**config.mk**
```make
export PLATFORM = sky130hd
export DESIGN_NAME = exc_int_arbiter
export DESIGN_NICKNAME = d
export VERILOG_FILES = /design/src/rtl/exc_int_arbiter.sv
export SDC_FILE = /design/constraint.sdc
export NUM_CORES = 1
export LEC_CHECK = 0
export CAP_MARGIN = 30
export CORE_UTILIZATION = 38
export CTS_BUF_LIST = sky130_fd_sc_hd__clkbuf_4 sky130_fd_sc_hd__clkbuf_8 sky130_fd_sc_hd__clkbuf_16
export DETAILED_ROUTE_END_ITERATION = 6
export GPL_TIMING_DRIVEN = 0
export PLACE_DENSITY = 0.82
export SKIP_CTS_REPAIR_TIMING = 1
export SYNTH_ARGS = -nofsm -noshare
export SYNTH_HDL_FRONTEND = slang
export SYNTH_SLANG_ARGS = --single-unit
```
**constraint.sdc**
```tcl
create_clock -name clk -period 1.67 [get_ports clk]
set_input_delay 0.501 -clock clk [delete_from_list [all_inputs] [get_ports clk]]
set_output_delay 0.501 -clock clk [all_outputs]
set_load 0.005 [all_outputs]
```
**src/rtl/exc_int_arbiter.sv**
```systemverilog
// ============================================================================
// Module  : exc_int_arbiter
// Purpose : Sequences exception, interrupt, ERET and halt/resume commits from
//           the WB stage into CP0 as registered pulses, with flush/stall control.
// Revision: 1.0 - initial release
// ============================================================================
`default_nettype none

module exc_int_arbiter #(
    parameter int unsigned FLUSH_CYCLES   = 2,
    parameter logic [4:0]  EX_CODE_INT    = 5'h00,
    parameter logic [4:0]  EX_CODE_HLT    = 5'h01,
    parameter logic [4:0]  EX_CODE_RESUME = 5'h02
) (
    input  logic        clk,
    input  logic        rst,
    input  logic [7:0]  int_sig,
    input  logic [7:0]  int_mask,
    input  logic        ie,
    input  logic        exl,
    input  logic        wb_valid,
    input  logic [31:0] wb_pc,
    input  logic        wb_bd,
    input  logic        wb_ex_req,
    input  logic [4:0]  wb_ex_code,
    input  logic        wb_eret,
    output logic        ex_wb_out,
    output logic [4:0]  ex_code_out,
    output logic [31:0] epc_out,
    output logic        bd_out,
    output logic        eret_flush_out,
    output logic        flush_out,
    output logic        stall_out,
    output logic        halted
);

    typedef enum logic [1:0] {
        S_IDLE   = 2'd0,
        S_COMMIT = 2'd1,
        S_FLUSH  = 2'd2,
        S_HALTED = 2'd3
    } state_t;

    localparam logic [3:0] C_FLUSH_LOAD = 4'(FLUSH_CYCLES);

    state_t     r_state;
    logic       r_int_pend_q;
    logic [3:0] r_flush_cnt;

    // wake ignores ie/exl so a halted core can be resumed by any unmasked line
    logic w_wake;
    logic w_int_req;

    assign w_wake    = |(int_sig & int_mask);
    assign w_int_req = ie & ~exl & w_wake;

    always_ff @(posedge clk) begin
        if (rst) begin
            r_state        <= S_IDLE;
            r_int_pend_q   <= 1'b0;
            r_flush_cnt    <= 4'd0;
            ex_wb_out      <= 1'b0;
            ex_code_out    <= 5'd0;
            epc_out        <= 32'd0;
            bd_out         <= 1'b0;
            eret_flush_out <= 1'b0;
            flush_out      <= 1'b0;
            stall_out      <= 1'b0;
            halted         <= 1'b0;
        end else begin
            r_int_pend_q   <= w_int_req;
            ex_wb_out      <= 1'b0;
            eret_flush_out <= 1'b0;
            case (r_state)
                S_IDLE: begin
                    if (wb_valid) begin
                        if (r_int_pend_q || wb_ex_req) begin
                            // a pending interrupt pre-empts the WB instruction
                            ex_wb_out   <= 1'b1;
                            ex_code_out <= r_int_pend_q ? EX_CODE_INT : wb_ex_code;
                            epc_out     <= wb_pc;
                            bd_out      <= wb_bd;
                            stall_out   <= 1'b1;
                            r_state     <= S_COMMIT;
                        end else if (wb_eret) begin
                            eret_flush_out <= 1'b1;
                            flush_out      <= 1'b1;
                            stall_out      <= 1'b1;
                            r_flush_cnt    <= C_FLUSH_LOAD;
                            r_state        <= S_FLUSH;
                        end
                    end
                end
                S_COMMIT: begin
                    stall_out <= 1'b1;
                    if (ex_code_out == EX_CODE_HLT) begin
                        halted  <= 1'b1;
                        r_state <= S_HALTED;
                    end else begin
                        flush_out   <= 1'b1;
                        r_flush_cnt <= C_FLUSH_LOAD;
                        r_state     <= S_FLUSH;
                    end
                end
                S_FLUSH: begin
                    if (r_flush_cnt <= 4'd1) begin
                        flush_out   <= 1'b0;
                        stall_out   <= 1'b0;
                        r_flush_cnt <= 4'd0;
                        r_state     <= S_IDLE;
                    end else begin
                        r_flush_cnt <= r_flush_cnt - 4'd1;
                    end
                end
                S_HALTED: begin
                    if (w_wake) begin
                        ex_wb_out   <= 1'b1;
                        ex_code_out <= EX_CODE_RESUME;
                        epc_out     <= 32'd0;
                        bd_out      <= 1'b0;
                        halted      <= 1'b0;
                        flush_out   <= 1'b1;
                        stall_out   <= 1'b1;
                        r_flush_cnt <= C_FLUSH_LOAD;
                        r_state     <= S_FLUSH;
                    end
                end
                default: r_state <= S_IDLE;
            endcase
        end
    end

endmodule

`default_nettype wire

```
==> results of run 1 <==
## cell type report
| class | count | area [sq um] | area share (%) |
|---|---|---|---|
| multi-input cells | 150 | 1350 | 33.3 |
| clock inverters | 1 | 8.76 | 0.215 |
| plain buffers | 21 | 146 | 3.60 |
| flip-flops and latches | 50 | 1040 | 25.6 |
| repair buffers | 118 | 1300 | 31.9 |
| clock buffers | 7 | 96.3 | 2.37 |
| well taps | 75 | 93.8 | 2.31 |
| inverters | 7 | 31.3 | 0.769 |
## cell families (layout without fill, tap and decap cells)
group,after synthesis,in the layout
simple gates,77,78
mux,1,1
fa+ha+maj,6,6
flops,50,50
compound gates,65,65
buf+inv,29,154
## through the flow
step / setup slack, ns / total power (W) / instance area, sq um / hold slack [ns]
floorplan: -0.0239 / 0.00249 / 2400 / 0.454
global placement: -0.554 / 0.00321 / 3510 / 0.458
detailed placement: -0.578 / 0.00327 / 3510 / 0.460
CTS: -0.268 / 0.00405 / 3620 / 0.480
global route: -0.183 / 0.00473 / 4070 / 0.488
finish: -0.139 / 0.00447 / 4070 / 0.468
## worst max-delay path: cells and delay by family
kind | cells | cell delay [ns]
AOI/OAI and AO/OA | 3 | 0.71
buffers and inverters | 3 | 0.44
and+or+nand+nor | 2 | 0.40
## worst paths after layout
path               startpoint        endpoint  cells after the start
hold / removal      flush_out       flush_out                      2
hold reg to reg     flush_out       flush_out                      2
setup reg to reg   r_state[1]  ex_code_out[2]                      7
setup / recovery  int_mask[0]  ex_code_out[2]                      8
## sequential cells by signal (all words and copies together), names as in the netlist, 2 cells and up
| register | flops |
|---|---|
| r_flush_cnt | 4 |
| epc_out | 32 |
| ex_code_out | 5 |
| r_state | 2 |
## synthesized netlist by cell type (all sizes together)
| cell type | instances |
|---|---|
| ha | 6 |
| a41o | 37 |
| nor2b | 1 |
| or3 | 1 |
| buf | 10 |
| or2 | 2 |
| a21boi | 1 |
| nor4 | 1 |
| inv | 7 |
| o22ai | 1 |
| dfxtp | 50 |
| nor3b | 38 |
| nand4b | 1 |
| nor4b | 3 |
| nor3 | 6 |
| nand3b | 1 |
| a31o | 1 |
| nand2 | 9 |
| o32ai | 1 |
| mux2i | 1 |
| o311ai | 2 |
| o31a | 2 |
| a21oi | 5 |
| a22oi | 4 |
| nand3 | 1 |
| or4 | 2 |
| o21ai | 5 |
| a211oi | 2 |
| nand4 | 1 |
| o31ai | 4 |
| nand2b | 2 |
| nor2 | 8 |
| clkbuf | 12 |
## where the power goes
group | switching [W] | internal [W] | leakage [nW]
sequential | 0.000149 | 0.00146 | 0.421
combinational | 0.000907 | 0.00116 | 1.85
clock | 0.000409 | 0.000380 | 0.0544
total | 0.00146 | 0.00300 | 2.33
## layer usage
layer / GRT usage, % / wire length [microns] / up-vias
li1: - / - / 1144
met1: 26.9 / 3190 / 1181
met2: 39.7 / 4110 / 81
met3: 4.09 / 352 / 17
met4: 8.57 / 146 / 0
met5: 0 / 0 / -
==> results.txt, run 1 <==
----------------------------------------------------
[Drt]
  Via density ... 5.65
  First drt pass iteration count ... 4
  Detailed-route wire length per cell ... 18.2 microns
  Final routed DRC violation total ... 0
  Routed Wire Length ... 7800 microns
  Post-DRT Antenna Nets ... 0
  Overall via count from detail_route ... 2423
  Number of violations reported at the end of detailed-routing iteration 0 ... 128

[Synthesis]
  Area share of the largest cell type after synthesis ... 42.6%
  Top post-synthesis cells by area ... sky130_fd_sc_hd__dfxtp_1 (43%), sky130_fd_sc_hd__a41o_1 (16%), sky130_fd_sc_hd__nor3b_1 (8.3%), sky130_fd_sc_hd__nor3b_2 (6.4%), sky130_fd_sc_hd__ha_1 (3.2%)
  Xor/xnor cell area share of the yosys netlist ... 0%
  Synthesized flop and latch total ... 50
  Main combinational cell family by area after synthesis ... compound AO/OA/AOI/OAI gates
  Mean area per synthesized cell ... 10.3 sq um
  Mux share of post-synthesis cell area ... 0.426%
  Synth Area in Compound Gates ... 24.1%
  Number of distinct library cell variants in the gate-level netlist after synthesis ... 43
  Post-synthesis net count ... 295
  Area leader, netlist ... sky130_fd_sc_hd__dfxtp_1
  Post-Synth Adder-Cell Area ... 3.20%
  Post-synthesis instance total ... 228
  Count of yosys warnings during synthesis ... 0
  Part of the Yosys area used for sequential elements ... 42.6%
  Synth Area in Simple Gates ... 23.9%
  Summed instance area of the synthesized netlist ... 0.00235 sq mm

[Timing]
  Endpoints failing setup ... 39
  Worst clock skew ... 0.00532 ns
  Transition time of the tightest slew-check pin ... 0.774 ns
  Final hold vios ... 0
  Highest clock frequency the design can meet ... 553 MHz
  Setup repair after global routing missed its margin ... yes
  Final TNS setup ... -1.98 ns
  Slew headroom ... 48.4%
  Setup slack after layout ... -0.139 ns
  Min Clock Period, post-route ... 1.81 ns
  Number of max-slew violations in the final report ... 0
  Final clock period utilization by the worst path ... 108%

[Pwr]
  Leak Pwr ... 2.33 nW
  Pwr dens ... 1100 mW/mm^2
  Largest voltage drop on the vdd net ... 599 uV

[Placement]
  Dpl hpwl ... 5160 microns
  Count of input and output buffers ... 102
  Final Wtd Congestion ... 0.748
  Placed Instances ... 405

[Die]
  Number of top-level pins ... 104
  Total Die Area ... 0.00650 sq mm
  Die outline width ... 80.6 microns
  Die Y ... 80.6 microns
  Number of rows created at floorplan ... 28
  Core Region ... 0.00596 sq mm
  Initial core utilization ... 39.4%

[CTS]
  CTS H-tree depth ... 2
  CTS clock-pin slew for the worst setup and hold paths ... 0.09 ns
  Clock latency at the later pin of the worst-skew pair ... 0.30 ns
  TritonCTS clock tree ... yes
  TritonCTS Buffers ... 5
  Clock tree root buffer cell ... sky130_fd_sc_hd__clkbuf_8
  Buffers from clock root to sink, at most ... 2
  TritonCTS Sinks ... 50

[Final layout]
  Antenna cells ... 0
  Finished Layout Cells ... 429
  Core occupancy in the finished layout ... 68.3%
  Most common library cell in the layout ignoring fill and taps ... sky130_fd_sc_hd__clkdlybuf4s50_1
  Layout cells sized above 1 ... 29.1%
  Area growth from synthesis to layout ... 73.3%
  Leading cell types in the layout, fill and taps excluded ... sky130_fd_sc_hd__clkdlybuf4s50_1 (56), sky130_fd_sc_hd__dlymetal6s2s_1 (45), sky130_fd_sc_hd__a41o_1 (37), sky130_fd_sc_hd__dfxtp_2 (27), sky130_fd_sc_hd__nor3b_1 (25)
  Layout fillers ... 462
  NumNets Final ... 420

[Worst setup path]
  Kind of capture point of the worst setup path ... register
  Critical Path Source Type ... input pin
  Largest fanout of any net on the critical path ... 5
  Slack of the worst reg-to-reg path ... -0.10 ns
  Worst EP required ... 1.92 ns
  Data arrival at the endpoint of the critical path ... 2.05 ns
  Critical path class ... input pin to register
  CP max stage delay ... 0.32 ns
  Worst-path cell chain ... dlymetal6s2s_1 > a22oi_2 > nand2_2 > o31a_1 > buf_4 > buf_8 > nor3b_1 > a41o_1
  Standard cell with the maximum stage delay on the critical path ... sky130_fd_sc_hd__o31a_1

[Global routing]
  Global-route wire length before repair ... 11200 microns
  Pin count of the biggest net entering global routing ... 16
  Vias in the first global route ... 2337
  Congestion Overflow GR ... 0
  Overall track demand over capacity in global routing ... 22.6%
  Antenna violations before repair ... 0

[Status]
  Failing checks ... setup timing
  Run status ... finished, violations left

[Hold path]
  Worst min-delay path category ... register to register

[Job]
  Max_cap viols ... 0

----------------------------------------------------
Note: power is estimated with default switching activity, not from simulation.
==> run 2: changes to the inputs <==
- TNS_END_PERCENT: not set -> 100
==> results of run 2 <==
Final layout, timing and power as in run 1 (identical DEF).
